## src/rtl/alu_seq_pkg.sv

```systemverilog
// Shared definitions for the multi-word ALU sequencer: op codes, FSM states,
// default geometry and the per-word ALU op mapping.
package alu_seq_pkg;

    localparam int WIDTH_DEF = 8;
    localparam int WORDS_DEF = 4;
    localparam int LW_DEF    = 3;

    localparam logic [2:0] OP_ADD  = 3'd0;
    localparam logic [2:0] OP_ADC  = 3'd1;
    localparam logic [2:0] OP_SBC  = 3'd2;
    localparam logic [2:0] OP_AND  = 3'd3;
    localparam logic [2:0] OP_OR   = 3'd4;
    localparam logic [2:0] OP_XOR  = 3'd5;
    localparam logic [2:0] OP_NOT  = 3'd6;
    localparam logic [2:0] OP_RSVD = 3'd7;

    typedef enum logic [1:0] {
        S_IDLE = 2'd0,
        S_RUN  = 2'd1,
        S_DONE = 2'd2
    } state_t;

    // A multi-word ADD is a plain add on word 0 and add-with-carry above it.
    function automatic logic [2:0] alu_op_for(input logic [2:0] op, input int unsigned idx);
        if (op == OP_ADD) begin
            return (idx == 0) ? OP_ADD : OP_ADC;
        end
        return op;
    endfunction

endpackage

```

## src/rtl/alu_seq_ctrl_if.sv

```systemverilog
// Command, result and ALU-side signals of the sequencer.
// ALU_SEQ_FLAGS_EN adds the res_zero / res_ovf result flags.
interface alu_seq_ctrl_if #(
    parameter int WIDTH = 8,
    parameter int WORDS = 4,
    parameter int LW    = 3
);
    logic                   cmd_valid;
    logic                   cmd_ready;
    logic [2:0]             cmd_op;
    logic [LW-1:0]          cmd_len;
    logic [WIDTH*WORDS-1:0] cmd_a;
    logic [WIDTH*WORDS-1:0] cmd_b;
    logic                   cmd_ci;
    logic                   res_valid;
    logic                   res_ready;
    logic [WIDTH*WORDS-1:0] res_data;
    logic                   res_co;
    logic [2:0]             alu_op;
    logic [WIDTH-1:0]       alu_a;
    logic [WIDTH-1:0]       alu_b;
    logic                   alu_ci;
    logic [WIDTH-1:0]       alu_result;
    logic                   alu_co;
`ifdef ALU_SEQ_FLAGS_EN
    logic                   res_zero;
    logic                   res_ovf;
`endif

    modport slave (
        input  cmd_valid, cmd_op, cmd_len, cmd_a, cmd_b, cmd_ci, res_ready, alu_result, alu_co,
        output cmd_ready, res_valid, res_data, res_co, alu_op, alu_a, alu_b, alu_ci
`ifdef ALU_SEQ_FLAGS_EN
        , output res_zero, res_ovf
`endif
    );

    modport master (
        output cmd_valid, cmd_op, cmd_len, cmd_a, cmd_b, cmd_ci, res_ready, alu_result, alu_co,
        input  cmd_ready, res_valid, res_data, res_co, alu_op, alu_a, alu_b, alu_ci
`ifdef ALU_SEQ_FLAGS_EN
        , input res_zero, res_ovf
`endif
    );

endinterface

```

## src/rtl/alu_seq_fsm.sv

```systemverilog
// Sequencer control: IDLE/RUN/DONE state, word index and clamped command length.
module alu_seq_fsm
    import alu_seq_pkg::*;
#(
    parameter int WORDS = 4,
    parameter int LW    = 3
) (
    input  logic          clk,
    input  logic          rst,
    input  logic          cmd_valid_i,
    input  logic [LW-1:0] cmd_len_i,
    input  logic          res_ready_i,
    output state_t        state_o,
    output logic [LW-1:0] idx_o,
    output logic          last_o,
    output logic          cmd_ready_o,
    output logic          res_valid_o
);
    state_t        state_q;
    logic [LW-1:0] idx_q;
    logic [LW-1:0] len_q;
    logic [LW-1:0] len_d;
    logic          cmd_ready_q;
    logic          res_valid_q;

    // Zero-length and oversize commands both mean "all WORDS words".
    assign len_d = (cmd_len_i == '0 || cmd_len_i > LW'(WORDS)) ? LW'(WORDS) : cmd_len_i;
    assign last_o = (idx_q == len_q - LW'(1));

    always_ff @(posedge clk) begin
        if (rst) begin
            state_q     <= S_IDLE;
            idx_q       <= '0;
            len_q       <= '0;
            cmd_ready_q <= 1'b1;
            res_valid_q <= 1'b0;
        end else begin
            case (state_q)
                S_IDLE: begin
                    if (cmd_valid_i) begin
                        state_q     <= S_RUN;
                        idx_q       <= '0;
                        len_q       <= len_d;
                        cmd_ready_q <= 1'b0;
                    end
                end
                S_RUN: begin
                    idx_q <= idx_q + LW'(1);
                    if (last_o) begin
                        state_q     <= S_DONE;
                        res_valid_q <= 1'b1;
                    end
                end
                S_DONE: begin
                    if (res_ready_i) begin
                        state_q     <= S_IDLE;
                        idx_q       <= '0;
                        res_valid_q <= 1'b0;
                        cmd_ready_q <= 1'b1;
                    end
                end
                default: state_q <= S_IDLE;
            endcase
        end
    end

    assign state_o     = state_q;
    assign idx_o       = idx_q;
    assign cmd_ready_o = cmd_ready_q;
    assign res_valid_o = res_valid_q;

endmodule

```

## src/rtl/alu_seq_ctrl.sv

```systemverilog
// Multi-word ALU sequencer top: operand/result registers and carry chaining.
// ALU_SEQ_FLAGS_EN adds registered res_zero / res_ovf result flags.
module alu_seq_ctrl
    import alu_seq_pkg::*;
#(
    parameter int WIDTH = 8,
    parameter int WORDS = 4,
    parameter int LW    = 3
) (
    input  logic          clk,
    input  logic          rst,
    alu_seq_ctrl_if.slave bus
);
    localparam int IW = (WORDS > 1) ? $clog2(WORDS) : 1;

    state_t                 state;
    logic [LW-1:0]          idx;
    logic                   last;
    logic                   cmd_ready;
    logic                   res_valid;
    logic [2:0]             op_q;
    logic [WIDTH*WORDS-1:0] a_q;
    logic [WIDTH*WORDS-1:0] b_q;
    logic                   ci_q;
    logic                   carry_q;
    logic                   res_co_q;
    logic [WIDTH-1:0]       a_word     [WORDS];
    logic [WIDTH-1:0]       b_word     [WORDS];
    logic [WIDTH-1:0]       res_word_q [WORDS];
    logic [WIDTH-1:0]       res_word_d [WORDS];
    logic [IW-1:0]          idx_w;
    logic                   in_run;
    logic                   accept;
    logic                   is_arith;
    logic                   first_word;

    alu_seq_fsm #(.WORDS(WORDS), .LW(LW)) u_fsm (
        .clk         (clk),
        .rst         (rst),
        .cmd_valid_i (bus.cmd_valid),
        .cmd_len_i   (bus.cmd_len),
        .res_ready_i (bus.res_ready),
        .state_o     (state),
        .idx_o       (idx),
        .last_o      (last),
        .cmd_ready_o (cmd_ready),
        .res_valid_o (res_valid)
    );

    assign idx_w      = idx[IW-1:0];
    assign in_run     = (state == S_RUN);
    assign accept     = bus.cmd_valid && cmd_ready;
    assign first_word = (idx == '0);
    assign is_arith   = (op_q == OP_ADD) || (op_q == OP_ADC) || (op_q == OP_SBC);

    // Result words start cleared on accept so words beyond len read as zero.
    for (genvar gi = 0; gi < WORDS; gi++) begin : g_word
        assign a_word[gi]     = a_q[gi*WIDTH +: WIDTH];
        assign b_word[gi]     = b_q[gi*WIDTH +: WIDTH];
        assign res_word_d[gi] = (in_run && idx_w == IW'(gi)) ? bus.alu_result : res_word_q[gi];
        always_ff @(posedge clk) begin
            if (rst || accept) begin
                res_word_q[gi] <= '0;
            end else begin
                res_word_q[gi] <= res_word_d[gi];
            end
        end
        assign bus.res_data[gi*WIDTH +: WIDTH] = res_word_q[gi];
    end

    assign bus.alu_a  = in_run ? a_word[idx_w] : '0;
    assign bus.alu_b  = in_run ? b_word[idx_w] : '0;
    assign bus.alu_op = in_run ? alu_op_for(op_q, 32'(idx)) : OP_ADD;

    always_comb begin
        bus.alu_ci = 1'b0;
        if (in_run) begin
            if (first_word) begin
                bus.alu_ci = (op_q == OP_ADC || op_q == OP_SBC) ? ci_q : 1'b0;
            end else begin
                bus.alu_ci = is_arith & carry_q;
            end
        end
    end

    // alu_co is meaningless for logic ops, so it is masked before entering the chain.
    always_ff @(posedge clk) begin
        if (rst) begin
            op_q     <= OP_ADD;
            a_q      <= '0;
            b_q      <= '0;
            ci_q     <= 1'b0;
            carry_q  <= 1'b0;
            res_co_q <= 1'b0;
        end else if (accept) begin
            op_q     <= bus.cmd_op;
            a_q      <= bus.cmd_a;
            b_q      <= bus.cmd_b;
            ci_q     <= bus.cmd_ci;
            carry_q  <= 1'b0;
            res_co_q <= 1'b0;
        end else if (in_run) begin
            carry_q <= is_arith & bus.alu_co;
            if (last) begin
                res_co_q <= is_arith & bus.alu_co;
            end
        end
    end

    assign bus.cmd_ready = cmd_ready;
    assign bus.res_valid = res_valid;
    assign bus.res_co    = res_co_q;

`ifdef ALU_SEQ_FLAGS_EN
    logic [WIDTH*WORDS-1:0] res_flat_d;
    logic                   zero_q;
    logic                   ovf_q;
    logic                   a_sgn;
    logic                   b_sgn;
    logic                   r_sgn;
    logic                   ovf_d;

    for (genvar gi = 0; gi < WORDS; gi++) begin : g_flat
        assign res_flat_d[gi*WIDTH +: WIDTH] = res_word_d[gi];
    end

    assign a_sgn = a_word[idx_w][WIDTH-1];
    assign b_sgn = b_word[idx_w][WIDTH-1];
    assign r_sgn = bus.alu_result[WIDTH-1];
    // Subtraction overflows when operand signs differ; addition when they match.
    assign ovf_d = is_arith && (r_sgn != a_sgn) &&
                   ((op_q == OP_SBC) ? (a_sgn != b_sgn) : (a_sgn == b_sgn));

    always_ff @(posedge clk) begin
        if (rst || accept) begin
            zero_q <= 1'b0;
            ovf_q  <= 1'b0;
        end else if (in_run && last) begin
            zero_q <= (res_flat_d == '0);
            ovf_q  <= ovf_d;
        end
    end

    assign bus.res_zero = zero_q;
    assign bus.res_ovf  = ovf_q;
`endif

endmodule

```

## src/flat_wrapper.sv

```systemverilog
// flat-port wrapper written by rule: the top's interface ports become plain ports
module alu_seq_ctrl_flat import alu_seq_pkg::*;
#(
    parameter int WIDTH = 8,
    parameter int WORDS = 4,
    parameter int LW    = 3
)
  (clk, rst, bus_cmd_valid, bus_cmd_op, bus_cmd_len, bus_cmd_a, bus_cmd_b, bus_cmd_ci, bus_res_ready, bus_alu_result, bus_alu_co, bus_cmd_ready, bus_res_valid, bus_res_data, bus_res_co, bus_alu_op, bus_alu_a, bus_alu_b, bus_alu_ci);
  alu_seq_ctrl_if #(.WIDTH(WIDTH), .WORDS(WORDS), .LW(LW)) bus_i ();
  input  logic clk;
  input  logic rst;
  input wire logic [$bits(bus_i.cmd_valid)-1:0] bus_cmd_valid;
  input wire logic [$bits(bus_i.cmd_op)-1:0] bus_cmd_op;
  input wire logic [$bits(bus_i.cmd_len)-1:0] bus_cmd_len;
  input wire logic [$bits(bus_i.cmd_a)-1:0] bus_cmd_a;
  input wire logic [$bits(bus_i.cmd_b)-1:0] bus_cmd_b;
  input wire logic [$bits(bus_i.cmd_ci)-1:0] bus_cmd_ci;
  input wire logic [$bits(bus_i.res_ready)-1:0] bus_res_ready;
  input wire logic [$bits(bus_i.alu_result)-1:0] bus_alu_result;
  input wire logic [$bits(bus_i.alu_co)-1:0] bus_alu_co;
  output wire logic [$bits(bus_i.cmd_ready)-1:0] bus_cmd_ready;
  output wire logic [$bits(bus_i.res_valid)-1:0] bus_res_valid;
  output wire logic [$bits(bus_i.res_data)-1:0] bus_res_data;
  output wire logic [$bits(bus_i.res_co)-1:0] bus_res_co;
  output wire logic [$bits(bus_i.alu_op)-1:0] bus_alu_op;
  output wire logic [$bits(bus_i.alu_a)-1:0] bus_alu_a;
  output wire logic [$bits(bus_i.alu_b)-1:0] bus_alu_b;
  output wire logic [$bits(bus_i.alu_ci)-1:0] bus_alu_ci;
  assign bus_i.cmd_valid = bus_cmd_valid;
  assign bus_i.cmd_op = bus_cmd_op;
  assign bus_i.cmd_len = bus_cmd_len;
  assign bus_i.cmd_a = bus_cmd_a;
  assign bus_i.cmd_b = bus_cmd_b;
  assign bus_i.cmd_ci = bus_cmd_ci;
  assign bus_i.res_ready = bus_res_ready;
  assign bus_i.alu_result = bus_alu_result;
  assign bus_i.alu_co = bus_alu_co;
  assign bus_cmd_ready = bus_i.cmd_ready;
  assign bus_res_valid = bus_i.res_valid;
  assign bus_res_data = bus_i.res_data;
  assign bus_res_co = bus_i.res_co;
  assign bus_alu_op = bus_i.alu_op;
  assign bus_alu_a = bus_i.alu_a;
  assign bus_alu_b = bus_i.alu_b;
  assign bus_alu_ci = bus_i.alu_ci;
  alu_seq_ctrl #(.WIDTH(WIDTH), .WORDS(WORDS), .LW(LW)) u_core (.clk(clk), .rst(rst), .bus(bus_i));
endmodule
```

## config.mk

```make
export PLATFORM = sky130hd
export DESIGN_NAME = alu_seq_ctrl_flat
export DESIGN_NICKNAME = d
export VERILOG_FILES = /design/src/rtl/alu_seq_pkg.sv /design/src/rtl/alu_seq_ctrl_if.sv /design/src/rtl/alu_seq_fsm.sv /design/src/rtl/alu_seq_ctrl.sv /design/src/flat_wrapper.sv
export SDC_FILE = /design/constraint.sdc
export NUM_CORES = 1
export LEC_CHECK = 0
export ABC_AREA = 1
export CORE_MARGIN = 2
export CORE_UTILIZATION = 45
export CTS_CLUSTER_DIAMETER = 150
export DETAILED_ROUTE_END_ITERATION = 7
export GPL_TIMING_DRIVEN = 0
export PLACE_DENSITY_LB_ADDON = 0.2
export SYNTH_ARGS = -nofsm -noshare
export SYNTH_HDL_FRONTEND = slang
export SYNTH_SLANG_ARGS = --single-unit
export TNS_END_PERCENT = 5
```

## constraint.sdc

```tcl
create_clock -name clk -period 1.74 [get_ports clk]
set_input_delay 0.174 -clock clk [delete_from_list [all_inputs] [get_ports clk]]
set_output_delay 0.174 -clock clk [all_outputs]
set_load 0.02 [all_outputs]
```

==> metrics.yaml, run 1 <==
period_needed_ns: 1.860
max_cap_violations: 0
cts.clk_slew.worst_paths_ns: 0.10
antenna_cells: 0
cts_buffers: 9
outcome: "complete, but fails checks"
globalRouteMet3Util_pct: 3.343
setup-tns-final_ns: -1.373
synth_ff_type: "dfxtp_1"
hold_viol_final: 0
synth_enable_flop_cells: 0
post-place-ws_ns: -0.8505
timing.fmax_ghz: 0.5376
yosysTopAreaCell: "dfxtp_1"
yosys.cell_types.count: 28
slew_headroom_pct: 64.30
ys_top_cells_by_area: "dfxtp_1 47%, nor2_1 16%, o21ai_0 11%"
hold_path_end: "u_core.u_fsm.idx_o[1]"
synth_seq_area_share_pct: 46.85
grt_max_degree: 22
required_ns: 1.57
drtAntennaViolNets: 0
die_w_um: 107.1
avgSynthCellArea_um2: 7.154
grt_use_total_pct: 24.01
setup_viol: 18
finClkSkew_ns: 0.01307
netlist_area_um2: 4786
async_reset_ff_share_pct: 0
min_period_over_period_pct: 106.9
gp_congestion: 0.8133
busiest_layer: "met2"
use_met2_pct: 42.77
use_met1_pct: 29.36
dieArea_um2: 11480
setup_ws_ns: -0.1200
via_per_inst: 5.161
irDropWorstVdd_mv: 0.4315
grt_overflow: 0
cts_max_path_buffers: 2
maxSlewViolCount: 0
clock_latency_ns: 0.37
start_util_pct: 46.36
floorplan.rows: 37
worst_setup_path_end_kind: "output pin"
dr.pass1.iters: 5
hold_path_depth: 2
nFillCells: 917
syn2layout_area_growth_pct: 41.91
rsz0062_at_grt: "true"
crit_type: "reg -> out"
rr_worst_depth: 7
hpwl_um: 10270
drcViolationCount: 0
hold_path_startpoint: "rst"
failed_checks: "setup timing"
tightest_slew_ns: 0.5355
dr_total_vias: 5022
post-route-util_pct: 65.79
cp_data_arrival_time_ns: 1.69
grt_pass1_wl_um: 22200
root_buffer: "clkbuf_8"
htreeDepth: 3
synth.top_cell.area_share_pct: 46.85
coreArea_um2: 10320
syn_nets: 759
post_drt_wl_per_cell_um: 14.31
r2r_end: "u_core.res_word_q[1][9]"
dr.first_iter.drc_count: 243
p_leak_uw: 0.002718
power_density_nw_per_um2: 826.6
cts_sinks: 112
synth_cells: 669
io_buffers: 137
synth_seq_cells: 112
antenna_found_initial: 0
cp_max_fo: 8
hold_buffers: 0
yosys-top-cells-count: "205 x nor2_1, 112 x dfxtp_1, 101 x o21ai_0, 65 x nand2_1, 58 x a21oi_1"
ios: 139
reg2reg_slack_ns: 0.12
dieHeight_um: 107.1
yosysWarnings: 0
drt_wl_total_um: 13930
yosysMostFrequentCell: "nor2_1"
startpoint_type: "register"
fin_hold_ws_ns: 0.1111
min_path_type: "in -> reg"
worstReg2RegStart: "u_core.u_fsm.idx_o[0]"
finalNetCount: 922
final_layout_size_suffix_gt1_share_pct: 13.26
grt_pass1_vias: 4812
cts_tree: "done"
cell type report:
type / count / area, µm² / share of cell area (%)
flip-flops and latches: 112 / 2247 / 33.09
inverters: 27 / 121.4 / 1.787
repair buffers: 153 / 1470 / 21.65
clock buffers: 9 / 123.9 / 1.824
plain buffers: 42 / 300.3 / 4.422
well taps: 136 / 170.2 / 2.506
clock inverters: 7 / 75.07 / 1.105
multi-input cells: 487 / 2283 / 33.62
how the worst max path moves through the flow:
stage	start	endpoint	slack, ns
2_1_floorplan	u_core.u_fsm.idx_o[1]	bus_alu_ci	0.03
6_report	u_core.u_fsm.idx_o[0]	bus_alu_b[1]	-0.12
3_5_place_dp	u_core.u_fsm.idx_o[1]	bus_alu_ci	-0.85
3_3_place_gp	u_core.u_fsm.idx_o[1]	bus_alu_ci	-0.82
4_1_cts	u_core.u_fsm.idx_o[0]	bus_alu_ci	-0.22
5_1_grt	u_core.u_fsm.idx_o[0]	bus_alu_a[1]	-0.17
layer usage:
layer / wire [µm] / share of wire (%)
met1: 5767 / 41
met2: 6997 / 50
met3: 905 / 6.5
met4: 255 / 1.8
met5: 0 / 0
logic make-up after synthesis:
family,after synthesis,synth area share [%]
adders and majority gates,6,1.569
buffers and inverters,70,6.850
and+or+nand+nor,314,26.93
AOI/OAI and AO/OA,167,17.80
DFF,112,46.85
where the power goes:
| group | internal [µW] | total [µW] | switching, µW |
|---|---|---|---|
| Combinational | 571 | 1250 | 677 |
| Clock | 567 | 1550 | 979 |
| Sequential | 2730 | 2820 | 93.6 |
flip-flops by register name (all words and copies together), names as in the netlist:
| register | flops |
|---|---|
| u_core.b_q | 32 |
| u_core.u_fsm.len_q | 3 |
| u_core.u_fsm.idx_o | 3 |
| u_core.carry_q | 1 |
| u_core.op_q | 3 |
| u_core.u_fsm.res_valid_o | 1 |
| u_core.res_word_q | 32 |
| u_core.u_fsm.cmd_ready_o | 1 |
| u_core.u_fsm.state_o | 2 |
| u_core.bus.res_co | 1 |
| u_core.a_q | 32 |
| u_core.ci_q | 1 |
worst max-delay path: stages (launching register included):
cell and delay (ns):
dfxtp_2 0.38, buf_12 0.16, clkinv_8 0.07, buf_8 0.12, buf_4 0.15, o21ai_1 0.17
a21oi_1 0.11, buf_2 0.17
metrics by stage:
| stage | total power, µW | instance area (µm²) | cells |
|---|---|---|---|
| floorplan | 3513 | 4796 | 669 |
| global placement | 3970 | 6337 | 942 |
| detailed placement | 4001 | 6337 | 942 |
| CTS | 5551 | 6685 | 971 |
| global route | 5860 | 6792 | 973 |
| finish | 5614 | 6792 | 973 |
what timing repair did:
| item | in CTS | in global routing |
|---|---|---|
| gates cloned | 0 | 1 |
| setup buffers | 13 | 2 |
| pin swaps | 5 | 11 |
| setup endpoints to repair | 28 | 20 |
| resized for setup | 130 | 38 |
placed cells by master, fill, tap and decap left out, types with 3 or more instances in the layout:
cell | synthesis | layout
buf_4 | 9 | 38
nand2_4 | 4 | 5
o21ai_1 | 3 | 15
o21ai_2 | 0 | 3
buf_2 | 11 | 7
dfxtp_2 | 0 | 4
a21oi_1 | 58 | 55
inv_2 | 6 | 5
nand2_1 | 65 | 64
dfxtp_1 | 112 | 108
ha_1 | 6 | 5
buf_6 | 2 | 5
o21ai_0 | 101 | 86
clkbuf_8 | 0 | 9
buf_8 | 0 | 5
clkinv_8 | 0 | 3
nor2_1 | 205 | 202
nand3_1 | 31 | 30
inv_1 | 20 | 20
clkdlybuf4s50_1 | 0 | 117
clkbuf_1 | 19 | 16
nor2_2 | 2 | 4
No activity file was read; power rests on OpenSTA's default activity.
==> inputs of run 2 (changes only) <==
--- a/config.mk
+++ b/config.mk
@@ -12,6 +12,7 @@
 export DETAILED_ROUTE_END_ITERATION = 7
 export GPL_TIMING_DRIVEN = 0
 export PLACE_DENSITY_LB_ADDON = 0.2
+export SETUP_SLACK_MARGIN = 0.2
 export SYNTH_ARGS = -nofsm -noshare
 export SYNTH_HDL_FRONTEND = slang
 export SYNTH_SLANG_ARGS = --single-unit
==> run 2 against run 1 <==
Effect of this change: the flow still finishes with violations (setup timing); clock power rose by 3%; routed wire length fell by 2.7%; maximum frequency fell by 3.1%; final cell count fell by 0.10%; sequential share of layout area fell by 0.085 points; combinational power barely moved; sequential power barely moved; clock skew fell by 0.0029 ns; die area did not move; sequential cell count did not move; via count fell by 2.2%; critical path depth rose by 3.
==> metrics.yaml, run 2 (synthesized netlist as in run 1, its figures left out) <==
setup_viol: 17  # was 18
min_path_type: "in -> reg"  # unchanged
startpoint_type: "register"  # unchanged
setup-tns-final_ns: -0.9880  # was -1.373 ns
finClkSkew_ns: 0.01016  # was 0.01307 ns
rr_worst_depth: 9  # was 7
failed_checks: "setup timing"  # unchanged
dieHeight_um: 107.1  # unchanged
root_buffer: "clkbuf_8"  # unchanged
clock_latency_ns: 0.37  # about the same
worst_setup_path_end_kind: "output pin"  # unchanged
antenna_found_initial: 0  # unchanged
rsz0062_at_grt: "true"  # unchanged
grt_overflow: 0  # unchanged
period_needed_ns: 1.919  # was 1.860 ns
antenna_cells: 0  # unchanged
setup_ws_ns: -0.1792  # was -0.1200 ns
crit_path_cell_trace: "buf_8, inv_8, buf_8, ha_4, buf_8, nand2_4, a21oi_2, nand3_2, nor2_4, buf_6"  # was buf_12, clkinv_8, buf_8, buf_4, o21ai_1, a21oi_1, buf_2
post-place-ws_ns: -0.5249  # was -0.8505 ns
slew_headroom_pct: 69.65  # was 64.30%
post_drt_wl_per_cell_um: 13.94  # was 14.31 µm
max_stage_delay_ns: 0.34  # was 0.38 ns
drcViolationCount: 0  # unchanged
dr.pass1.iters: 5  # unchanged
dr_total_vias: 4911  # was 5,022
max_cap_violations: 0  # unchanged
floorplan.rows: 37  # unchanged
outcome: "complete, but fails checks"  # unchanged
hold_path_depth: 2  # unchanged
cp_num_buf_inv: 5  # unchanged
top_regs: "u_core.a_q: 32 flops, u_core.b_q: 32 flops, u_core.res_word_q: 32 flops"  # unchanged
grt_pass1_vias: 4764  # was 4,812
crit_type: "reg -> out"  # unchanged
cts_buffers: 9  # unchanged
drtAntennaViolNets: 0  # unchanged
power_uw: 5641  # was 5614 µW
min_period_over_period_pct: 110.3  # was 106.9%
finalNetCount: 921  # was 922
required_ns: 1.57  # about the same
r2r_end: "u_core.res_word_q[1][7]"  # was u_core.res_word_q[1][9]
timing.critical_path.mode_cell: "buf_8"
hpwl_um: 10340  # was 10,270 µm
worstReg2RegStart: "u_core.u_fsm.idx_o[0]"  # unchanged
p_leak_uw: 0.003046  # was 0.002718 µW
reg2reg_slack_ns: 0.25  # was 0.12 ns
dp.cells: 942  # unchanged
multi_input_area_um2: 2286  # was 2283 µm²
syn2layout_area_growth_pct: 42.43  # was 41.91%
grt_use_total_pct: 23.73  # was 24.01%
die_w_um: 107.1  # unchanged
cp_top_family: "buffers and inverters"  # unchanged
final_common_cell: "nor2_1"  # unchanged
power_density_nw_per_um2: 827.5  # was 826.6 nW/µm²
maxSlewViolCount: 0  # unchanged
grt_pass1_wl_um: 21790  # was 22,200 µm
grt_max_degree: 20  # was 22
cts.clk_slew.worst_paths_ns: 0.10  # about the same
cts_sinks: 112  # unchanged
hold_path_end: "u_core.u_fsm.idx_o[1]"  # unchanged
gp_congestion: 0.8352  # was 0.8133
irDropWorstVdd_mv: 0.4237  # was 0.4315 mV
seq_area_um2: 2250  # was 2247 µm²
cts_max_path_buffers: 2  # unchanged
dieArea_um2: 11480  # unchanged
hold_path_startpoint: "rst"  # unchanged
final_cell_mix: "201 x nor2_1, 108 x dfxtp_1, 96 x clkdlybuf4s50_1, 92 x o21ai_0, 64 x nand2_1"  # was 202 x nor2_1, 117 x clkdlybuf4s50_1, 108 x dfxtp_1, 86 x o21ai_0, 64 x nand2_1
final_layout_size_suffix_gt1_share_pct: 13.76  # was 13.26%
cp_slowest_cell: "dfxtp_2"  # unchanged
cp_data_arrival_time_ns: 1.75  # was 1.69 ns
cts_tree: "done"  # unchanged
layout.cells.non_filler: 972  # was 973
htreeDepth: 3  # unchanged
timing.fmax_ghz: 0.5211  # was 0.5376 GHz
cp.depth: 10  # was 7
via_per_inst: 5.052  # was 5.161
ios: 139  # unchanged
start_util_pct: 46.36  # unchanged
coreArea_um2: 10320  # unchanged
tightest_slew_ns: 0.4553  # was 0.5355 ns
hold_viol_final: 0  # unchanged
cp_max_fo: 6  # was 8
drt_wl_total_um: 13550  # was 13,930 µm
dr.first_iter.drc_count: 238  # was 243
io_buffers: 137  # unchanged
nFillCells: 891  # was 917
run 2: layout make-up:
type	instances	share of cell area, %
repair buffers	151	21.68
inverters	27	1.817
multi-input cells	487	33.54
plain buffers	43	4.497
well taps	136	2.496
clock inverters	7	1.156
flip-flops and latches	112	33.00
clock buffers	9	1.817
run 2: stage by stage:
stage | utilization [%] | area, µm² | hold WS (ns)
floorplan | - | 4852 | 0.3089
global placement | 61.93 | 6394 | 0.4423
detailed placement | 61.93 | 6394 | 0.4513
CTS | 65.07 | 6718 | 0.09265
global route | 66.03 | 6817 | 0.1015
finish | 66.03 | 6817 | 0.1070
run 2: per-layer routing:
layer	global-route usage, %	vias to the layer above	part of all wire, %
li1	-	2492	-
met3	3.830	22	5.9
met4	7.328	0	1.6
met1	28.65	2248	43
met5	0	-	0
met2	42.90	149	50
run 2: worst max-delay path by stage:
stage	from	to	slack (ns)
after floorplan	u_core.u_fsm.idx_o[1]	bus_alu_ci	0.20
after global placement	u_core.u_fsm.idx_o[0]	bus_alu_ci	-0.49
after detailed placement	u_core.u_fsm.idx_o[0]	bus_alu_ci	-0.52
after CTS	u_core.u_fsm.idx_o[0]	bus_alu_ci	-0.17
after global routing	u_core.u_fsm.idx_o[0]	bus_alu_ci	-0.21
final	u_core.u_fsm.idx_o[0]	bus_alu_ci	-0.18
run 2: power breakdown:
group          internal [µW]  leakage (µW)  switching [µW]  total [µW]
combinational            560       0.00203             664        1220
sequential              2730      0.000923            91.2        2820
clock                    682     0.0000977             918        1600
total                   3970       0.00305            1670        5640
run 2: what timing repair did:
action / CTS / global route
resized for setup: 128 / 46
setup endpoints to repair: 31 / 45
pin swaps: 5 / 8
endpoints found under the hold margin: 0 / 0
hold buffers: 0 / 0
buffers inserted: 14 / 0
==> inputs of run 3 (changes only) <==
--- a/config.mk
+++ b/config.mk
@@ -7,7 +7,7 @@
 export LEC_CHECK = 0
 export ABC_AREA = 1
 export CORE_MARGIN = 2
-export CORE_UTILIZATION = 45
+export CORE_UTILIZATION = 47
 export CTS_CLUSTER_DIAMETER = 150
 export DETAILED_ROUTE_END_ITERATION = 7
 export GPL_TIMING_DRIVEN = 0
==> run 3 against run 2 <==
Effect of this change: the flow still finishes with violations (setup timing); non-clock buffer count is 1 higher; sequential share of layout area about the same; cell area fell by 0.20%; sequential power about the same; final cell count shrank 0.21%; register-to-register slack lost 0.07 ns; worst hold slack worse by 0.016 ns; routed wire length increased by 1.8%; die area shrank 4.1%; largest power group unchanged.
==> metrics.yaml, run 3 (synthesized netlist as in run 1, its figures left out) <==
dp.cells: 939  # was 942
die_w_um: 104.9  # was 107.1 µm
cp_data_arrival_time_ns: 1.75  # about the same
min_path_type: "in -> reg"  # unchanged
crit_type: "reg -> out"  # unchanged
cts_buffers: 9  # unchanged
via_per_inst: 5.111  # was 5.052
worst_setup_path_end_kind: "output pin"  # unchanged
grt_overflow: 0  # unchanged
busiest_layer: "met2"  # unchanged
post-route-util_pct: 69.28  # was 66.03%
finClkSkew_ns: 0.01005  # was 0.01016 ns
cts_tree: "done"  # unchanged
coreArea_um2: 9819  # was 10,320 µm²
cts.clk_slew.worst_paths_ns: 0.10  # about the same
drt_wl_total_um: 13790  # was 13,550 µm
cts_max_path_buffers: 2  # unchanged
failed_checks: "setup timing"  # unchanged
slew_headroom_pct: 68.03  # was 69.65%
rsz0062_at_grt: "true"  # unchanged
dieHeight_um: 104.9  # was 107.1 µm
grt_pass1_vias: 4814  # was 4,764
finalNetCount: 922  # was 921
seq_area_um2: 2247  # was 2250 µm²
power_density_nw_per_um2: 816.6  # was 827.5 nW/µm²
drtAntennaViolNets: 0  # unchanged
final_area_um2: 6803  # was 6817 µm²
startpoint_type: "register"  # unchanged
hold_viol_final: 0  # unchanged
cts_sinks: 112  # unchanged
multi_input_area_um2: 2271  # was 2286 µm²
timing.fmax_ghz: 0.5211  # about the same
clock_latency_ns: 0.38  # was 0.37 ns
syn2layout_area_growth_pct: 42.14  # was 42.43%
dr.first_iter.drc_count: 258  # was 238
tightest_slew_ns: 0.4796  # was 0.4553 ns
final_cell_mix: "203 x nor2_1, 108 x dfxtp_1, 99 x clkdlybuf4s50_1, 96 x o21ai_0, 64 x nand2_1"  # was 201 x nor2_1, 108 x dfxtp_1, 96 x clkdlybuf4s50_1, 92 x o21ai_0, 64 x nand2_1
period_needed_ns: 1.919  # about the same
grt_pass1_wl_um: 22410  # was 21,790 µm
post_drt_wl_per_cell_um: 14.21  # was 13.94 µm
p_leak_uw: 0.003029  # was 0.003046 µW
grt_max_degree: 20  # unchanged
setup_ws_ns: -0.1792  # about the same
layout.cells.non_filler: 970  # was 972
dr.pass1.iters: 5  # unchanged
dieArea_um2: 11010  # was 11,480 µm²
top_regs: "u_core.a_q: 32 flops, u_core.b_q: 32 flops, u_core.res_word_q: 32 flops"  # unchanged
outcome: "complete, but fails checks"  # unchanged
drcViolationCount: 0  # unchanged
root_buffer: "clkbuf_8"  # unchanged
final_layout_size_suffix_gt1_share_pct: 13.02  # was 13.76%
cp_max_fo: 6  # unchanged
dr_total_vias: 4958  # was 4,911
setup_viol: 18  # was 17
fin_hold_ws_ns: 0.09053  # was 0.1070 ns
antenna_cells: 0  # unchanged
power_uw: 5555  # was 5641 µW
use_met2_pct: 46.43  # was 42.90%
maxSlewViolCount: 0  # unchanged
start_util_pct: 48.74  # was 46.36%
antenna_found_initial: 0  # unchanged
globalRouteMet3Util_pct: 3.805  # was 3.830%
nFillCells: 882  # was 891
grt_use_total_pct: 25.06  # was 23.73%
gp_congestion: 0.8760  # was 0.8352
max_cap_violations: 0  # unchanged
hpwl_um: 10310  # was 10,340 µm
placed_cell_area_um2: 6390  # was 6394 µm²
use_met1_pct: 29.54  # was 28.65%
ios: 139  # unchanged
htreeDepth: 3  # unchanged
min_period_over_period_pct: 110.3  # about the same
io_buffers: 137  # unchanged
irDropWorstVdd_mv: 0.3950  # was 0.4237 mV
hold_buffers: 0  # unchanged
floorplan.rows: 36  # was 37
final_common_cell: "nor2_1"  # unchanged
required_ns: 1.57  # about the same
run 3: timing repair:
item	in CTS	in global routing
setup buffers	14	1
pin swaps	7	3
resized for setup	132	25
cloned	0	0
endpoints found under the setup margin	30	62
run 3: path summary, 6_finish.rpt:
path | startpoint | to | cells past startpoint | slack, ns
setup / recovery | u_core.u_fsm.idx_o[0] | bus_alu_ci | 10 | -0.18
hold / removal | rst | u_core.u_fsm.idx_o[1] | 2 | 0.09
setup reg to reg | u_core.u_fsm.idx_o[0] | u_core.res_word_q[1][0] | 10 | 0.18
hold reg to reg | u_core.u_fsm.res_valid_o | u_core.u_fsm.res_valid_o | 2 | 0.46
run 3: cell type report:
type	instances	area share, %
multi-input combinational	487	33.38
sequential	112	33.03
timing repair buffer	152	22.16
buffer	43	4.377
tap	133	2.446
clock buffer	10	2.023
inverter	27	1.821
clock inverter	6	0.7541
run 3: per-layer routing:
| layer | part of all wire (%) | up-vias | wire (µm) |
|---|---|---|---|
| met5 | 0 | - | 0 |
| met4 | 1.8 | 0 | 251 |
| met3 | 5.5 | 25 | 757 |
| met2 | 51 | 172 | 7051 |
| met1 | 42 | 2269 | 5726 |
| li1 | - | 2492 | - |
run 3: stage by stage:
stage	TNS, ns	setup slack, ns
global route	-3.098	-0.2310
detailed placement	-6.577	-0.5080
CTS	-1.271	-0.1508
floorplan	0	0.2031
global placement	-6.068	-0.4834
finish	-1.688	-0.1792
run 3: power by group:
part	internal (µW)	leakage (µW)	switching, µW
combinational	563	0.00201	670
sequential	2730	0.000922	91.8
clock	585	0.0000992	920
total	3870	0.00303	1680
run 3: worst max-delay path, stage by stage (launching register included):
cell and delay [ns]:
dfxtp_2 0.35, buf_8 0.14, inv_8 0.07, buf_8 0.10, ha_4 0.12, buf_8 0.09
nand2_4 0.05, a21oi_2 0.13, nand3_2 0.09, nor2_4 0.11, buf_6 0.12
